[src/rtl/dm_mem_if.sv]
// Data memory port bundle: request side (ce/we/re/be/addr/din/pc) driven by
// the access unit, response side (dout/ready) driven by the memory.
//   master : access unit (drives mem_ce/we/re/be/addr/din/pc, reads dout/ready)
//   slave  : memory      (reads request fields, drives mem_dout/mem_ready)
interface dm_mem_if;
  logic [31:0] mem_pc;
  logic [31:0] mem_addr;
  logic [31:0] mem_din;
  logic        mem_ce;
  logic        mem_we;
  logic        mem_re;
  logic [3:0]  mem_be;
  logic [31:0] mem_dout;
  logic        mem_ready;

  modport master (
    output mem_pc, mem_addr, mem_din, mem_ce, mem_we, mem_re, mem_be,
    input  mem_dout, mem_ready
  );

  modport slave (
    input  mem_pc, mem_addr, mem_din, mem_ce, mem_we, mem_re, mem_be,
    output mem_dout, mem_ready
  );
endinterface

[src/rtl/dm_access_unit.sv]
// MEM-stage data memory initiator. Accepts one load/store from the pipeline,
// checks alignment and address range, drives the memory port with byte
// enables and lane-replicated store data, waits for mem_ready (with a bus
// error timeout), then returns an extended load result for one cycle.
// Ports:
//   clk, reset            clock, synchronous active-high reset
//   req_valid/op/addr/wdata/pc   request from pipeline (held while stall=1)
//   stall                 combinational freeze of upstream stages
//   resp_valid/rdata      one-cycle completion strobe and load result
//   exc_valid/exc_code    exception on this response (4 AdEL, 5 AdES, 7 DBE)
//   mem                   data memory port (dm_mem_if.master)
module dm_access_unit #(
  parameter logic [31:0] ADDR_LIMIT     = 32'h0000_3000,
  parameter int unsigned TIMEOUT_CYCLES = 64
) (
  input  logic        clk,
  input  logic        reset,
  input  logic        req_valid,
  input  logic [2:0]  req_op,
  input  logic [31:0] req_addr,
  input  logic [31:0] req_wdata,
  input  logic [31:0] req_pc,
  output logic        stall,
  output logic        resp_valid,
  output logic [31:0] resp_rdata,
  output logic        exc_valid,
  output logic [4:0]  exc_code,
  dm_mem_if.master    mem
);

  localparam int unsigned CNT_W = (TIMEOUT_CYCLES > 2) ? $clog2(TIMEOUT_CYCLES) : 1;

  localparam logic [2:0] OP_LW  = 3'd0;
  localparam logic [2:0] OP_LH  = 3'd1;
  localparam logic [2:0] OP_LHU = 3'd2;
  localparam logic [2:0] OP_LB  = 3'd3;
  localparam logic [2:0] OP_LBU = 3'd4;
  localparam logic [2:0] OP_SW  = 3'd5;
  localparam logic [2:0] OP_SH  = 3'd6;
  localparam logic [2:0] OP_SB  = 3'd7;

  localparam logic [4:0] EXC_NONE = 5'd0;
  localparam logic [4:0] EXC_ADEL = 5'd4;
  localparam logic [4:0] EXC_ADES = 5'd5;
  localparam logic [4:0] EXC_DBE  = 5'd7;

  typedef enum logic [1:0] {
    ST_IDLE   = 2'd0,
    ST_ACCESS = 2'd1,
    ST_RESP   = 2'd2
  } state_t;

  state_t      state_q, state_d;
  logic [CNT_W-1:0] cnt_q, cnt_d;
  logic [2:0]  op_q, op_d;

  logic        mem_ce_q, mem_ce_d;
  logic        mem_we_q, mem_we_d;
  logic        mem_re_q, mem_re_d;
  logic [3:0]  mem_be_q, mem_be_d;
  logic [31:0] mem_addr_q, mem_addr_d;
  logic [31:0] mem_din_q, mem_din_d;
  logic [31:0] mem_pc_q, mem_pc_d;

  logic        resp_valid_d;
  logic [31:0] resp_rdata_d;
  logic        exc_valid_d;
  logic [4:0]  exc_code_d;

  logic        req_store;
  logic        req_misaligned;
  logic        req_out_of_range;
  logic        req_fault;
  logic [7:0]  ld_byte;
  logic [15:0] ld_half;

  // Request decode: ops 5..7 are stores, the rest loads.
  assign req_store        = (req_op == OP_SW) || (req_op == OP_SH) || (req_op == OP_SB);
  assign req_out_of_range = (req_addr >= ADDR_LIMIT);
  assign req_fault        = req_misaligned | req_out_of_range;

  always_comb begin
    req_misaligned = 1'b0;
    case (req_op)
      OP_LW, OP_SW:         req_misaligned = (req_addr[1:0] != 2'b00);
      OP_LH, OP_LHU, OP_SH: req_misaligned = req_addr[0];
      default:              req_misaligned = 1'b0;
    endcase
  end

  // Lane selection uses the registered address, which is held through ACCESS.
  assign ld_byte = mem.mem_dout[{mem_addr_q[1:0], 3'b000} +: 8];
  assign ld_half = mem.mem_dout[{mem_addr_q[1], 4'b0000} +: 16];

  // Stall until the response cycle, where the pipeline is allowed to advance.
  assign stall = req_valid & ~resp_valid;

  // Next-state and next-output logic.
  always_comb begin
    state_d      = state_q;
    cnt_d        = cnt_q;
    op_d         = op_q;
    mem_ce_d     = mem_ce_q;
    mem_we_d     = mem_we_q;
    mem_re_d     = mem_re_q;
    mem_be_d     = mem_be_q;
    mem_addr_d   = mem_addr_q;
    mem_din_d    = mem_din_q;
    mem_pc_d     = mem_pc_q;
    resp_valid_d = 1'b0;
    resp_rdata_d = 32'd0;
    exc_valid_d  = 1'b0;
    exc_code_d   = EXC_NONE;

    case (state_q)
      ST_IDLE: begin
        cnt_d = '0;
        if (req_valid) begin
          if (req_fault) begin
            state_d      = ST_RESP;
            resp_valid_d = 1'b1;
            exc_valid_d  = 1'b1;
            exc_code_d   = req_store ? EXC_ADES : EXC_ADEL;
          end else begin
            state_d    = ST_ACCESS;
            op_d       = req_op;
            mem_ce_d   = 1'b1;
            mem_we_d   = req_store;
            mem_re_d   = ~req_store;
            mem_addr_d = req_addr;
            mem_pc_d   = req_pc;
            case (req_op)
              OP_SW: begin
                mem_be_d  = 4'b1111;
                mem_din_d = req_wdata;
              end
              OP_SH: begin
                mem_be_d  = req_addr[1] ? 4'b1100 : 4'b0011;
                mem_din_d = {2{req_wdata[15:0]}};
              end
              OP_SB: begin
                mem_be_d  = 4'b0001 << req_addr[1:0];
                mem_din_d = {4{req_wdata[7:0]}};
              end
              default: begin
                mem_be_d  = 4'b1111;
                mem_din_d = 32'd0;
              end
            endcase
          end
        end
      end

      ST_ACCESS: begin
        // Ready wins over a timeout landing on the same edge.
        if (mem.mem_ready || (cnt_q == CNT_W'(TIMEOUT_CYCLES - 1))) begin
          state_d      = ST_RESP;
          resp_valid_d = 1'b1;
          mem_ce_d     = 1'b0;
          mem_we_d     = 1'b0;
          mem_re_d     = 1'b0;
          mem_be_d     = 4'b0000;
          mem_addr_d   = 32'd0;
          mem_din_d    = 32'd0;
          mem_pc_d     = 32'd0;
          if (mem.mem_ready) begin
            case (op_q)
              OP_LW:   resp_rdata_d = mem.mem_dout;
              OP_LH:   resp_rdata_d = {{16{ld_half[15]}}, ld_half};
              OP_LHU:  resp_rdata_d = {16'd0, ld_half};
              OP_LB:   resp_rdata_d = {{24{ld_byte[7]}}, ld_byte};
              OP_LBU:  resp_rdata_d = {24'd0, ld_byte};
              default: resp_rdata_d = 32'd0;
            endcase
          end else begin
            exc_valid_d = 1'b1;
            exc_code_d  = EXC_DBE;
          end
        end else begin
          cnt_d = cnt_q + CNT_W'(1);
        end
      end

      ST_RESP: begin
        state_d = ST_IDLE;
        cnt_d   = '0;
      end

      default: begin
        state_d = ST_IDLE;
        cnt_d   = '0;
      end
    endcase
  end

  // State and registered outputs.
  always_ff @(posedge clk) begin
    if (reset) begin
      state_q    <= ST_IDLE;
      cnt_q      <= '0;
      op_q       <= 3'd0;
      mem_ce_q   <= 1'b0;
      mem_we_q   <= 1'b0;
      mem_re_q   <= 1'b0;
      mem_be_q   <= 4'b0000;
      mem_addr_q <= 32'd0;
      mem_din_q  <= 32'd0;
      mem_pc_q   <= 32'd0;
      resp_valid <= 1'b0;
      resp_rdata <= 32'd0;
      exc_valid  <= 1'b0;
      exc_code   <= EXC_NONE;
    end else begin
      state_q    <= state_d;
      cnt_q      <= cnt_d;
      op_q       <= op_d;
      mem_ce_q   <= mem_ce_d;
      mem_we_q   <= mem_we_d;
      mem_re_q   <= mem_re_d;
      mem_be_q   <= mem_be_d;
      mem_addr_q <= mem_addr_d;
      mem_din_q  <= mem_din_d;
      mem_pc_q   <= mem_pc_d;
      resp_valid <= resp_valid_d;
      resp_rdata <= resp_rdata_d;
      exc_valid  <= exc_valid_d;
      exc_code   <= exc_code_d;
    end
  end

  assign mem.mem_ce   = mem_ce_q;
  assign mem.mem_we   = mem_we_q;
  assign mem.mem_re   = mem_re_q;
  assign mem.mem_be   = mem_be_q;
  assign mem.mem_addr = mem_addr_q;
  assign mem.mem_din  = mem_din_q;
  assign mem.mem_pc   = mem_pc_q;

endmodule
[src/flat_wrapper.sv]
// flat-port wrapper written by rule: the top's interface ports become plain ports
module dm_access_unit_flat 
#(
  parameter logic [31:0] ADDR_LIMIT     = 32'h0000_3000,
  parameter int unsigned TIMEOUT_CYCLES = 64
)
  (clk, reset, req_valid, req_op, req_addr, req_wdata, req_pc, stall, resp_valid, resp_rdata, exc_valid, exc_code, mem_mem_pc, mem_mem_addr, mem_mem_din, mem_mem_ce, mem_mem_we, mem_mem_re, mem_mem_be, mem_mem_dout, mem_mem_ready);
  dm_mem_if mem_i ();
  input  logic clk;
  input  logic reset;
  input  logic req_valid;
  input  logic [2:0] req_op;
  input  logic [31:0] req_addr;
  input  logic [31:0] req_wdata;
  input  logic [31:0] req_pc;
  output logic stall;
  output logic resp_valid;
  output logic [31:0] resp_rdata;
  output logic exc_valid;
  output logic [4:0] exc_code;
  output wire logic [$bits(mem_i.mem_pc)-1:0] mem_mem_pc;
  output wire logic [$bits(mem_i.mem_addr)-1:0] mem_mem_addr;
  output wire logic [$bits(mem_i.mem_din)-1:0] mem_mem_din;
  output wire logic [$bits(mem_i.mem_ce)-1:0] mem_mem_ce;
  output wire logic [$bits(mem_i.mem_we)-1:0] mem_mem_we;
  output wire logic [$bits(mem_i.mem_re)-1:0] mem_mem_re;
  output wire logic [$bits(mem_i.mem_be)-1:0] mem_mem_be;
  input wire logic [$bits(mem_i.mem_dout)-1:0] mem_mem_dout;
  input wire logic [$bits(mem_i.mem_ready)-1:0] mem_mem_ready;
  assign mem_mem_pc = mem_i.mem_pc;
  assign mem_mem_addr = mem_i.mem_addr;
  assign mem_mem_din = mem_i.mem_din;
  assign mem_mem_ce = mem_i.mem_ce;
  assign mem_mem_we = mem_i.mem_we;
  assign mem_mem_re = mem_i.mem_re;
  assign mem_mem_be = mem_i.mem_be;
  assign mem_i.mem_dout = mem_mem_dout;
  assign mem_i.mem_ready = mem_mem_ready;
  dm_access_unit #(.ADDR_LIMIT(ADDR_LIMIT), .TIMEOUT_CYCLES(TIMEOUT_CYCLES)) u_core (.clk(clk), .reset(reset), .req_valid(req_valid), .req_op(req_op), .req_addr(req_addr), .req_wdata(req_wdata), .req_pc(req_pc), .stall(stall), .resp_valid(resp_valid), .resp_rdata(resp_rdata), .exc_valid(exc_valid), .exc_code(exc_code), .mem(mem_i));
endmodule
[config.mk]
export PLATFORM = sky130hd
export DESIGN_NAME = dm_access_unit_flat
export DESIGN_NICKNAME = d
export VERILOG_FILES = /design/src/rtl/dm_mem_if.sv /design/src/rtl/dm_access_unit.sv /design/src/flat_wrapper.sv
export SDC_FILE = /design/constraint.sdc
export NUM_CORES = 1
export LEC_CHECK = 0
export CAP_MARGIN = 15
export CORE_UTILIZATION = 41
export DETAILED_ROUTE_END_ITERATION = 6
export GPL_ROUTABILITY_DRIVEN = 1
export PLACE_DENSITY_LB_ADDON = 0.05
export SLEW_MARGIN = 10
export SYNTH_ARGS = -nofsm -noshare
export SYNTH_HDL_FRONTEND = slang
export SYNTH_SLANG_ARGS = --single-unit
[constraint.sdc]
create_clock -name clk -period 2.35 [get_ports clk]
set_clock_uncertainty 0.15 [all_clocks]
set_input_delay 0.47 -clock clk [delete_from_list [all_inputs] [get_ports clk]]
set_output_delay 0.47 -clock clk [all_outputs]
set_load 0.1 [all_outputs]
# ---- Yosys cells after proc, flatten, opt, wreduce, memory -nomap -nowiden
# Cells that the tools add are included.
dict set report totals {
  reg_bits 153
  input_bits 135
  out_inout_bits 143
  wordCells 102
}
dict set report classes {
  addsub 1
  n_lt_le_gt_ge 1
  n_eq_ne 14
  shifts 3
  n_mux 46
  bitwise 8
  n_reduce_logical 15
}
# op count
set ops {}
lappend ops {{$mux W32} 7}
lappend ops {{$pmux W32 S2} 3}
lappend ops {{$pmux W32 S5} 1}
lappend ops {{$pmux W32 S3} 1}
lappend ops {{$ge A32 B14 Y1 const B} 1}
lappend ops {{$shiftx A32 B6 Y16} 1}
lappend ops {{$shiftx A32 B6 Y8} 1}
lappend ops {{$mux W4} 4}
lappend ops {{$pmux W4 S2} 2}
lappend ops {{$mux W5} 3}
lappend ops {{$mux W1} 13}
lappend ops {{$eq A3 B3 Y1 const B} 4}
lappend ops {{$pmux W1 S2} 6}
lappend ops {{$pmux W5 S2} 1}
lappend ops {{$eq A3 B2 Y1 const B} 3}
lappend ops {{$add A6 B1 Y6 const B} 1}
lappend ops {{$eq A3 B1 Y1 const B} 2}
lappend ops {{$eq A6 B6 Y1 const B} 1}
lappend ops {{$logic_not A3 Y1} 2}
lappend ops {{$mux W2} 3}
lappend ops {{$not A1 Y1} 6}
lappend ops {{$ne A2 B2 Y1 const B} 2}
lappend ops {{$pmux W2 S2} 1}
lappend ops {{$reduce_and A4 Y1} 1}
lappend ops {{other kinds (14)} 18}

# ---- Longest topological paths before layout
dict set report logic_depth {
  ltp_word 7
  ltp_mapped 9
  depth_no_buf 5
}

# ---- Worst setup path after synthesis
# No wires, ideal clock.
dict set report synth_timing {
  kind {flip-flop to output port}
  start {register u_core.resp_valid}
  end {output port stall}
  t_arrival_ps 2114
  t_required_ps 1730
  slack_ps -384
  path_stages_with_launch 2
  n_path_buf 0
  path_cell_list {dfxtp_1 nor2b_1}
}
dict set report synth_between {
  elab_chain_cells 2
}
# item line
set synth_lines {}
lappend synth_lines {{start, declared} dm_access_unit.sv:24} ;# output logic resp_valid,
lappend synth_lines {{start signal, assigned} dm_access_unit.sv:224} ;# resp_valid <= resp_valid_d;
lappend synth_lines {{$not A1 Y1} dm_access_unit.sv:96} ;# assign stall = req_valid & ~resp_valid;
lappend synth_lines {{$and A1 B1 Y1} dm_access_unit.sv:96}
lappend synth_lines {{end, declared} flat_wrapper.sv:16} ;# output logic stall;
# Every way passes these cells.

# ---- Worst setup path in the final report
dict set report layout_timing {
  start {input port req_addr[30]}
  end {register u_core.mem_din_q[9] (netlist: u_core.mem.mem_din[9])}
}
dict set report layout_between {
  elab_chain_cells 4
}
# item line
set layout_lines {}
lappend layout_lines {{start, declared} flat_wrapper.sv:13} ;# input logic [31:0] req_addr;
lappend layout_lines {{$ge A32 B14 Y1} dm_access_unit.sv:79} ;# assign req_out_of_range = (req_addr >= ADDR_LIMIT);
lappend layout_lines {{$or A1 B1 Y1} dm_access_unit.sv:80} ;# assign req_fault = req_misaligned | req_out_of_range;
lappend layout_lines {{$ne A2 B2 Y1 (no source line)} n/a}
lappend layout_lines {{$reduce_and A4 Y1 (no source line)} n/a}
lappend layout_lines {{end signal, assigned} dm_access_unit.sv:222} ;# mem_din_q <= mem_din_d;
lappend layout_lines {{end, declared} dm_access_unit.sv:62} ;# logic [31:0] mem_din_q, mem_din_d;
# Every way passes these cells.
# A chain may end at the register's enable or synchronous reset.

==> results.yml <==
outcome:
  status: "complete, no violations"
global_routing:
  grt_max_degree: 54
  gr-usage-all-layers_pct: 22.4
  grt_pass1_vias: 5236
  grt-ovfl-total: 0
  grt_pass1_wl_mm: 25.8
  antenna_found_initial: 0
clocking:
  cts_buffers: 17
  htree_levels: 4
  cts_resized: 0
  cts_tree: "done"
  cts_hold_buf: 0
  clk_latency_ns: 0.42
  cts_setup_buffers: 0
  clk_pin_slew_ns: 0.06
  clockRootBuffer: "clkbuf_16"
  clock-sinks: 150
  cts.path.max_buffers: 2
drt:
  wirelength_mm: 16.9
  wl_per_cell_um: 15.4
  first_pass_iters: 5
  drc: 0
  route.vias.total: 5569
  drt-initial-drc-count: 310
  viasPerCell: 5.09
  ant_nets: 0
placed_design:
  place.gp.congestion: 0.818
  postPlaceCellArea_sq_mm: 0.00859
  place_hpwl_mm: 12.2
  place_inst: 1063
  dp_slack_ns: -0.214
  port_buffers: 275
floorplanning:
  start_util_pct: 42.1
  core-area_sq_mm: 0.0139
  die_area_sq_mm: 0.0148
  io-pin-count: 278
  fp.dieH_um: 121
  die_w_um: 121
  rows: 43
cells_and_area:
  final_cells: 1095
  nNetsFinal: 1038
  multi_input_area_sq_mm: 0.00258
  seqCellArea_sq_mm: 0.00301
  layout-drive-gt1-share_pct: 25.8
  final_core_util_pct: 66.6
  final_cell_area_sq_mm: 0.00925
  nFillCells: 1105
  area_growth_pct: 58.1
  num_antenna_cells: 0
timing:
  clock.fmax_mhz: 467
  fin_crit_ns: 2.14
  setup_viol: 0
  finalHoldViolCount: 0
  setup_ws_ns: 0.208
  setup-tns-final_ns: 0
  fin_crit_sh_pct: 91.2
  slew_violations: 0
  tightestPinTransition_ns: 0.695
  max_slew_margin_pct: 53.7
  grt_setup_unrepaired: "false"
setup_path:
  reg2reg_to: "u_core.resp_rdata[20]"
  r2r_setup_slack_ns: 0.27
  endpoint_kind: "flop"
  slowest_delay_ns: 0.41
  cp.required_ns: 2.54
  r2r_start: "u_core.mem.mem_addr[1]"
  critPathArrivalTime_ns: 2.33
  cp-start-kind: "input port"
  cp_slowest_cell: "clkdlybuf4s50_1"
  crit_type: "in -> reg"
  worstRegToRegCells: 5
  startpoint: "req_addr[30]"
  cp_max_fo: 16
  path_cells: "clkdlybuf4s50_1, nor4_1, and3_1, nand4_2, or2_1, buf_12, o2bb2ai_1"
synthesis:
  synth_seq_cells: 150
  synth_area_leaders: "dfxtp_1 51%, o21ai_0 4.7%, nand2_1 4.7%"
  synth-edff-count: 0
  ys_warn_count: 0
  synth.distinct_cells: 50
  synth.most_common_cell: "dfxtp_1"
  seq_area_frac_synth_pct: 51.3
  synth_top_cells_by_count: "150 x dfxtp_1, 73 x nand2_1, 55 x o21ai_0"
  synth_top_area_share_pct: 51.3
  yosysTopAreaCell: "dfxtp_1"
  synth_area_sq_mm: 0.00585
  synth_ff_type: "dfxtp_1"
  syn_avg_cell_area_sq_um: 9.36
  syn_inst: 625
  async_flop_share_pct: 0
power:
  p_leak_nw: 3.95
  ir_worst_vdd_mv: 0.539
  power_per_cell_area_mw_per_mm2: 655
min_path:
  hold_end: "u_core.mem.mem_we"
  hold_depth: 1
  hold_path_class: "reg -> reg"
  worstHoldStart: "u_core.mem.mem_we"
job:
  max_cap_violations: 0
## cells in the final DEF (no fill, tap or decap), drive strengths merged, types with 7 or more instances in the layout
cell type,synthesis,routed
a221o,7,7
and3,21,21
a22oi,15,15
o21ai,56,56
dfxtp,150,150
buf,27,178
a21oi,49,49
a22o,8,8
o2bb2ai,28,28
nor2b,14,14
clkdlybuf4s50,0,134
clkbuf,28,19
mux2i,22,22
nand2,73,73
nor2,21,21
nand3,51,51
## flip-flops by register name, indices dropped and copies added (netlist names)
register             cells
u_core.cnt_q             6
u_core.exc_code          3
u_core.mem.mem_addr     32
u_core.mem.mem_be        4
u_core.mem.mem_ce        1
u_core.mem.mem_din      32
u_core.mem.mem_pc       32
u_core.mem.mem_re        1
u_core.mem.mem_we        1
u_core.op_q              3
u_core.resp_rdata       32
u_core.resp_valid        1
u_core.state_q           2
## worst max-delay path: cells and delay by family
kind / cells / cell delay [ns]
and+or+nand+nor: 4 / 1.12
AOI/OAI and AO/OA: 1 / 0.16
buffers and inverters: 2 / 0.58
## report_power, final
| group | switching (mW) | leakage [nW] | total, mW | internal [mW] |
|---|---|---|---|---|
| Sequential | 0.00274 | 1.21 | 2.55 | 2.55 |
| Combinational | 0.229 | 2.44 | 0.515 | 0.286 |
| Clock | 1.06 | 0.307 | 3.00 | 1.93 |
| Total | 1.30 | 3.95 | 6.06 | 4.77 |
## layout make-up
type	instances	share of cell area [%]
Multi-Input combinational cell	416	27.9
Clock inverter	13	2.19
Timing Repair Buffer	312	29.9
Inverter	5	0.203
Clock buffer	19	4.90
Sequential cell	150	32.5
Tap cell	180	2.44
## worst max-delay path by stage
| stage | endpoint | slack [ns] | cells past startpoint |
|---|---|---|---|
| 2_1_floorplan | u_core.resp_rdata[21] | 0.05 | 9 |
| 3_3_place_gp | u_core.mem.mem_din[1] | -0.19 | 7 |
| 3_5_place_dp | u_core.mem.mem_din[9] | -0.21 | 7 |
| 4_1_cts | u_core.mem.mem_din[9] | 0.22 | 7 |
| 5_1_grt | u_core.mem.mem_pc[2] | 0.06 | 8 |
| 6_report | u_core.mem.mem_din[9] | 0.21 | 7 |
## per-layer routing
metal	vias to the layer above	global-route usage (%)	routed length [um]
met5	-	0	0
met4	0	8.41	310
met3	26	5.73	1260
met2	227	36.6	7980
met1	2540	28.3	7360
li1	2776	-	-
## stage by stage
stage          hold slack [ns]  total power, mW
3_3_place_gp             0.290             3.11
2_1_floorplan            0.303             2.81
3_5_place_dp             0.291             3.12
4_1_cts                  0.317             6.11
6_report                 0.316             6.06
5_1_grt                  0.339             6.27
## cell families after synthesis
logic type	share of synthesized area, %
multiplexers	3.76
buffers and inverters	5.13
adder cells (fa/ha/maj)	0.214
AO/OA/AOI/OAI	20.7
XOR/XNOR	0.898
AND/OR/NAND/NOR	17.9
other	0.0641
flip-flops	51.3
(Power assumes the default switching activity.)
